File: src/rtl/game_pkg.sv
// ============================================================================
//  game_pkg : shared grid geometry and loader state encoding
//  Rev 1.0
// ============================================================================
`default_nettype none

package game_pkg;

   localparam int P_N    = 400;
   localparam int P_M    = 300;
   localparam int CELLS  = P_N * P_M;
   localparam int ADDR_W = 24;

   typedef enum logic [2:0] {
      ST_IDLE   = 3'd0,
      ST_FETCH  = 3'd1,
      ST_UNPACK = 3'd2,
      ST_CLEAR  = 3'd3,
      ST_DONE   = 3'd4
   } loader_state_t;

endpackage

`default_nettype wire

File: src/rtl/pattern_loader.sv
// ============================================================================
//  pattern_loader : fills or clears the cell grid, one single-bit write/cycle
//  Rev 1.0
// ============================================================================
`default_nettype none

module pattern_loader
   import game_pkg::*;
#(
   parameter int P_N         = game_pkg::P_N,
   parameter int P_M         = game_pkg::P_M,
   parameter int ADDR_W      = game_pkg::ADDR_W,
   parameter int TIMEOUT_CYC = 1000000
) (
   input  logic              clk_vga,
   input  logic              reset_btn,
   input  logic              load_req,
   input  logic              clear_req,
   input  logic              byte_valid,
   input  logic [7:0]        byte_data,
   output logic              byte_ready,
   output logic              wr_en,
   output logic [ADDR_W-1:0] wr_addr,
   output logic              wr_data,
   output logic              busy,
   output logic              done,
   output logic              error
);

   localparam int                C_CELLS = P_N * P_M;
   localparam logic [ADDR_W-1:0] C_LAST  = ADDR_W'(C_CELLS - 1);
   localparam int                C_TMO_W = $clog2(TIMEOUT_CYC + 1);
   localparam logic [C_TMO_W-1:0] C_TMO_LAST = C_TMO_W'(TIMEOUT_CYC - 1);

   loader_state_t        r_state;
   logic [ADDR_W-1:0]    r_cnt;
   logic [7:0]           r_shift;
   logic [2:0]           r_bit_idx;
   logic [C_TMO_W-1:0]   r_tmo;

   // r_cnt always holds the address of the write currently on the port
   assign wr_addr = r_cnt;
   assign busy    = (r_state != ST_IDLE);

   always_ff @(posedge clk_vga or posedge reset_btn) begin
      if (reset_btn) begin
         r_state    <= ST_IDLE;
         r_cnt      <= '0;
         r_shift    <= '0;
         r_bit_idx  <= '0;
         r_tmo      <= '0;
         byte_ready <= 1'b0;
         wr_en      <= 1'b0;
         wr_data    <= 1'b0;
         done       <= 1'b0;
         error      <= 1'b0;
      end else begin
         done <= 1'b0;
         case (r_state)
            ST_IDLE: begin
               if (clear_req) begin
                  r_state <= ST_CLEAR;
                  r_cnt   <= '0;
                  error   <= 1'b0;
                  wr_en   <= 1'b1;
                  wr_data <= 1'b0;
               end else if (load_req) begin
                  r_state    <= ST_FETCH;
                  r_cnt      <= '0;
                  error      <= 1'b0;
                  r_tmo      <= '0;
                  byte_ready <= 1'b1;
               end
            end

            ST_CLEAR: begin
               if (r_cnt == C_LAST) begin
                  r_state <= ST_DONE;
                  wr_en   <= 1'b0;
                  done    <= 1'b1;
               end else begin
                  r_cnt <= r_cnt + ADDR_W'(1);
               end
            end

            ST_FETCH: begin
               if (byte_valid && byte_ready) begin
                  r_state    <= ST_UNPACK;
                  r_shift    <= byte_data;
                  r_bit_idx  <= '0;
                  r_tmo      <= '0;
                  byte_ready <= 1'b0;
                  wr_en      <= 1'b1;
                  wr_data    <= byte_data[0];
               end else if (r_tmo == C_TMO_LAST) begin
                  r_state    <= ST_DONE;
                  byte_ready <= 1'b0;
                  error      <= 1'b1;
                  done       <= 1'b1;
               end else begin
                  r_tmo <= r_tmo + C_TMO_W'(1);
               end
            end

            ST_UNPACK: begin
               // The grid end may fall mid-byte; leftover bits are dropped
               if (r_cnt == C_LAST) begin
                  r_state <= ST_DONE;
                  wr_en   <= 1'b0;
                  done    <= 1'b1;
               end else begin
                  r_cnt <= r_cnt + ADDR_W'(1);
                  if (r_bit_idx == 3'd7) begin
                     r_state    <= ST_FETCH;
                     r_tmo      <= '0;
                     wr_en      <= 1'b0;
                     byte_ready <= 1'b1;
                  end else begin
                     r_bit_idx <= r_bit_idx + 3'd1;
                     r_shift   <= r_shift >> 1;
                     wr_data   <= r_shift[1];
                  end
               end
            end

            ST_DONE: begin
               r_state <= ST_IDLE;
            end

            default: begin
               r_state    <= ST_IDLE;
               byte_ready <= 1'b0;
               wr_en      <= 1'b0;
            end
         endcase
      end
   end

endmodule

`default_nettype wire

File: config.mk
export PLATFORM = sky130hd
export DESIGN_NAME = pattern_loader
export DESIGN_NICKNAME = d
export VERILOG_FILES = /design/src/rtl/game_pkg.sv /design/src/rtl/pattern_loader.sv
export SDC_FILE = /design/constraint.sdc
export NUM_CORES = 1
export LEC_CHECK = 0
export BUFFER_PORTS_ARGS = -buffer_cell sky130_fd_sc_hd__buf_2
export CAP_MARGIN = 20
export CORE_ASPECT_RATIO = 0.5
export CORE_MARGIN = 2
export CORE_UTILIZATION = 25
export CTS_CLUSTER_DIAMETER = 40
export DETAILED_ROUTE_END_ITERATION = 16
export HOLD_SLACK_MARGIN = 0.12
export PLACE_DENSITY = 0.46
export REMOVE_ABC_BUFFERS = 1
export SLEW_MARGIN = 20
export SYNTH_ARGS = -nofsm -noshare
export SYNTH_HDL_FRONTEND = slang
export SYNTH_SLANG_ARGS = --single-unit
File: constraint.sdc
create_clock -name clk_vga -period 5.73 [get_ports clk_vga]
set_input_delay 1.146 -clock clk_vga [delete_from_list [all_inputs] [get_ports clk_vga]]
set_output_delay 1.146 -clock clk_vga [all_outputs]
set_load 0.05 [all_outputs]
# Word level (Yosys, flattened, before mapping)
# Index checks and enable logic that the tools add are counted.
word_totals:
  reg_bits: 63
  input_bits: 13
  output_inout_bits: 30
  wordCells: 108
classes:
  n_addsub: 3
  eq_ne: 22
  muxes: 54
  bitwise_logic: 2
  n_reduce_logical: 17
ops:
  columns: ["op", "count"]
  rows:
  - ["20-bit two-way mux", 6]
  - ["24-bit two-way mux", 3]
  - ["20-bit case mux with 3 select lines", 1]
  - ["24-bit case mux with 2 select lines", 1]
  - ["3-bit two-way mux", 10]
  - ["24-bit by 1-bit adder with 24-bit output, second input constant", 1]
  - ["24-bit by 17-bit equality test with 1-bit output, second input constant", 1]
  - ["8-bit two-way mux", 3]
  - ["1-bit two-way mux", 22]
  - ["2-bit inequality test, second input constant", 11]
  - ["20-bit by 1-bit adder with 20-bit output, second input constant", 1]
  - ["20-bit equality test, second input constant", 1]
  - ["8-bit case mux with 2 select lines", 1]
  - ["3-bit inequality test, second input constant", 4]
  - ["3-bit case mux with 4 select lines", 1]
  - ["4-bit AND reduction", 3]
  - ["6-bit AND reduction", 2]
  - ["5-bit AND reduction", 2]
  - ["3-bit by 2-bit equality test with 1-bit output, second input constant", 2]
  - ["3-bit equality test, second input constant", 2]
  - ["3-bit case mux with 2 select lines", 1]
  - ["2-bit nonzero test", 3]
  - ["3-bit nonzero test", 2]
  - ["1-bit case mux with 5 select lines", 1]
  - ["10 further kinds", 13]

# Longest topological paths before layout
logic_depth:
  depth_word: 4
  ltp_mapped: 9
  ltp_nobuf: 7

# Least setup slack after synthesis
# OpenSTA, ideal clock, no wires.
synth_path:
  kind: "register -> register"
  startpoint: "register r_cnt[0], in the netlist wr_addr[0]"
  endpoint: "register r_shift[1]"
  setup_time_ns: 0.125
  arrival_ns: 2.484
  slack_ns: 3.121
  stages_incl_launch_ff: 9
  synth_period_minus_slack_ns: 2.609
  path_cell_list: "dfrtp_1 -> ha_1 -> nand2_1 -> or4_4 -> buf_6 -> o21a_4 -> o21a_1 -> buf_6 -> mux2_4"
synth_between:
  elab_chain_cells: 3
synth_rtl:
  columns: ["item", "line_no", "source"]
  rows:
  - ["start: declaration", "pattern_loader.sv:36", "logic [ADDR_W-1:0] r_cnt;"]
  - ["start signal: assignment", "pattern_loader.sv:82", "r_cnt <= r_cnt + ADDR_W'(1);"]
  - ["start signal: assignment", "pattern_loader.sv:112", "r_cnt <= r_cnt + ADDR_W'(1);"]
  - ["24-bit by 17-bit equality test with 1-bit output", "pattern_loader.sv:107", "if (r_cnt == C_LAST) begin"]
  - ["2-bit inequality test (no line)", null, null]
  - ["4-bit AND reduction (no line)", null, null]
  - ["end signal: assignment", "pattern_loader.sv:89", "r_shift <= byte_data;"]
  - ["end signal: assignment", "pattern_loader.sv:120", "r_shift <= r_shift >> 1;"]
  - ["end: declaration", "pattern_loader.sv:37", "logic [7:0] r_shift;"]
# No other way between the ends.
# A chain may end at the register's enable or synchronous reset.

# Worst setup path after layout
layout_path:
  startpoint: "register r_cnt[0], in the netlist wr_addr[0]"
  endpoint: "register r_state[0]"
layout_between:
  elab_chain_cells: 3
  elab_cells_between_ends: 6
  classes_between: "eq/ne (3); mux (2); reduce/logical (1)"
layout_rtl:
  columns: ["item", "line_no", "source"]
  rows:
  - ["24-bit by 17-bit equality test with 1-bit output (*)", "pattern_loader.sv:77, pattern_loader.sv:107", null]
  - ["3-bit inequality test (no line) (tied with other cells)", null, null]
  - ["4-bit AND reduction (no line) / 3-bit case mux with 4 select lines (equally long branches)", null, null]
  - ["end signal: assignment", "pattern_loader.sv:78", "r_state <= ST_DONE;"]
  - ["end signal: assignment", "pattern_loader.sv:108", "r_state <= ST_DONE;"]
  - ["end signal: assignment", "pattern_loader.sv:114", "r_state <= ST_FETCH;"]
  - ["end: declaration", "pattern_loader.sv:35", "loader_state_t r_state;"]
# Mark *: on every way between the ends. The rest lies on a longest branch, timed or not.

==> qor.txt <==
==============================================================================
Most frequent cells in the layout                                 62 x sky130_fd_sc_hd__dfrtp_1, 42 x sky130_fd_sc_hd__buf_2, 28 x sky130_fd_sc_hd__nor2_1, 26 x sky130_fd_sc_hd__nand2_1, 25 x sky130_fd_sc_hd__o21ai_0
Maximum count of clock buffers along a single path                           2
Num CTS Buffers                                                              9
Count of buffers added by post-CTS timing repair for setup                   0
Antenna diode count                                                          0
Initial core utilization                                                0.2588
Power density over the cells                                      432.0 mW/mm^2
Fin crit period                                                       2.822 ns
Number of primary I/O pins                                                  43
Synthesized cell area                                             0.003556 sq mm
Die X-Extent                                                          172.7 um
Number of synthesis warnings                                                 0
Clock tree from TritonCTS                                                 done
Required time of the critical path                                     5.94 ns
Synthesis-to-layout area growth                                         19.04%
Leading register cell type out of synthesis                       sky130_fd_sc_hd__dfrtp_1
TritonCTS sink count                                                        62
Period utilisation layout                                               0.4925
DR WL/cell                                                            15.16 um
Total Die Area                                                    0.01525 sq mm
Ys async rst share                                                       1.000
Nets                                                                       437
Maximum clock skew at final layout                                 0.009856 ns
Smallest setup slack after layout                                     2.908 ns
Post-Place Cell Area                                              0.003964 sq mm
Final setup fails                                                            0
Peak supply drop                                                   0.0001707 V
Worst slew margin                                                       0.3098
Leakage power summed over all cells                                   1.797 nW
DR iter-0 viols                                                            195
Upper clock frequency limit                                         0.3544 GHz
Buffers added on ports                                                      42
DRT Pass-1 Iters                                                             4
H-tree Lvls                                                                  3
Number of cells in the design after placement                              601
Count of standard-cell rows                                                 30
DPL Wire Length                                                        6472 um
Final standard cell utilization of the core                             0.3081
R2r endpoint                                                        r_state[0]
Source of the worst register-to-register timing path                wr_addr[0]
Critical path startpoint category                                     register
Total track usage                                                       0.1308
Post-route worst hold slack                                          0.4853 ns
Instance count of the mapped netlist                                       379
Hold endpoint                                                     r_bit_idx[0]
Total DRC errors in the routed layout                                        0
Unrepaired setup endpoints after global routing                             no
Hold-fix buffers at CTS                                                      0
Post-placement setup slack                                            2.832 ns
Classification of the worst setup path                            register to register
Ratio of routed vias to standard cells                                   4.935
Worst min-delay path category                                     register to register
Clock Root Buffer                                                 sky130_fd_sc_hd__clkbuf_16
Number of enable-type register cells in the synthesized netlist              0
Share of the yosys chip area belonging to registers                     0.4363
Largest net degree at the start of global routing                           63
Critical path endpoint category                                       register
Synthesis-stage register bit count                                          62
Final non-filler cell total                                                616
Status                                                            complete, no violations
Worst Setup SP                                                      wr_addr[0]
Leading cell type in the layout, fill and taps excluded           sky130_fd_sc_hd__dfrtp_1
Transition at the pin with the smallest max-transition slack          1.026 ns
Global-route wire length before repair                                15970 um
Max-capacitance violation count                                              0
Hold Path Stages                                                             1
Final hold viol count                                                        0
Worst R2R Setup Slack                                                  2.91 ns
DRT antenna net count                                                        0
Total of cells resized after clock tree synthesis                            0
PnR Total Power                                                       1.829 mW
Fraction of layout cells with a size suffix above 1                     0.2005
Height of the chip                                                    88.33 um
Vias in the first global route                                            2989
Worst-skew pair later-pin latency                                      0.33 ns
Global-route congestion overflow total                                       0
Sum Neg Setup Slack                                                       0 ns
Yosys cell types                                                            60
Number of cell instances on the worst register-to-register path              6
Final non-filler cell area                                        0.004233 sq mm
Global placement routability congestion                                 0.7434
Via total after detailed routing                                          3040
Core area                                                         0.01374 sq mm
Critical path fanouts, max                                                  24
CTS clk-pin slew, worst paths                                          0.06 ns
Final Routed Wirelength                                                9338 um
Pins Over Slew Limit                                                         0
Mean post-synth cell area                                          9.382 sq um
Crit path arrival time                                                 3.04 ns
Beginning of the worst hold path                                  r_bit_idx[0]
Number of fill cells                                                      1508
Antenna violations before repair                                             0
==============================================================================
## cells in the mapped netlist, types with 6 or more instances
cell type	count	area, sq um
sky130_fd_sc_hd__inv_1	14	52.55
sky130_fd_sc_hd__nor3_1	14	70.07
sky130_fd_sc_hd__dfrtp_1	62	1551
sky130_fd_sc_hd__nor4_1	9	56.30
sky130_fd_sc_hd__nand3_1	22	110.1
sky130_fd_sc_hd__xnor2_1	9	78.83
sky130_fd_sc_hd__clkbuf_1	11	41.29
sky130_fd_sc_hd__nand4_1	7	43.79
sky130_fd_sc_hd__o31ai_1	9	67.56
sky130_fd_sc_hd__nand2_1	26	97.59
sky130_fd_sc_hd__and3_1	8	50.05
sky130_fd_sc_hd__a21oi_1	22	110.1
sky130_fd_sc_hd__a31oi_1	8	50.05
sky130_fd_sc_hd__mux2_4	6	90.09
sky130_fd_sc_hd__mux2_2	7	78.83
sky130_fd_sc_hd__o21ai_0	25	125.1
sky130_fd_sc_hd__nor2_1	28	105.1
## logic make-up (layout without fill, tap and decap cells)
kind of cell | after synthesis | after routing | share of synthesized area
AO/OA/AOI/OAI | 101 | 101 | 0.1897
multiplexers | 18 | 18 | 0.06158
XOR/XNOR | 12 | 12 | 0.02956
adder cells (fa/ha/maj) | 4 | 4 | 0.01408
flip-flops | 62 | 62 | 0.4363
AND/OR/NAND/NOR | 151 | 151 | 0.2298
buffers and inverters | 31 | 76 | 0.03906
## how the worst max path moves through the flow
stage                  endpoint  slack [ns]
floorplan           wr_addr[23]        2.88
global placement     r_shift[5]        2.88
detailed placement   r_shift[5]        2.83
CTS                  r_state[0]        2.85
global route         r_state[0]        2.58
finish               r_state[0]        2.91
## sequential cells by signal, indices dropped and copies added (netlist names)
name / flops
wr_data: 1
error: 1
r_bit_idx: 3
r_state: 3
byte_ready: 1
wr_en: 1
wr_addr: 24
r_tmo: 20
done: 1
r_shift: 7
## report_power, final
part	internal [mW]	total (mW)	switching [mW]
logic	0.270	0.697	0.427
clock network	0.313	0.502	0.189
registers	0.518	0.629	0.112
total	1.10	1.83	0.727
## layout make-up
class | count | area (sq um) | share of cell area
flip-flops and latches | 62 | 1551 | 0.3665
clock buffers | 14 | 264.0 | 0.06237
multi-input cells | 286 | 1872 | 0.4422
well taps | 192 | 240.2 | 0.05675
repair buffers | 47 | 247.7 | 0.05853
inverters | 14 | 52.55 | 0.01242
clock inverters | 1 | 5.005 | 0.001182
## layer usage
layer	wire, um	global-route usage	vias up	part of all wire
met5	0	0	-	0
li1	-	-	1503	-
met3	203	0.03093	8	0.022
met1	4709	0.1732	1494	0.50
met4	99	0.03698	0	0.011
met2	4326	0.2176	35	0.46
## critical path, stage by stage (launching register included)
cell and delay [ns]:
sky130_fd_sc_hd__dfrtp_1 0.41, sky130_fd_sc_hd__ha_1 0.21, sky130_fd_sc_hd__nand2_1 0.09, sky130_fd_sc_hd__or4_4 0.60, sky130_fd_sc_hd__o21ai_2 0.73, sky130_fd_sc_hd__o21ai_0 0.32
sky130_fd_sc_hd__mux2_2 0.35
Note: power is estimated with default switching activity, not from simulation.
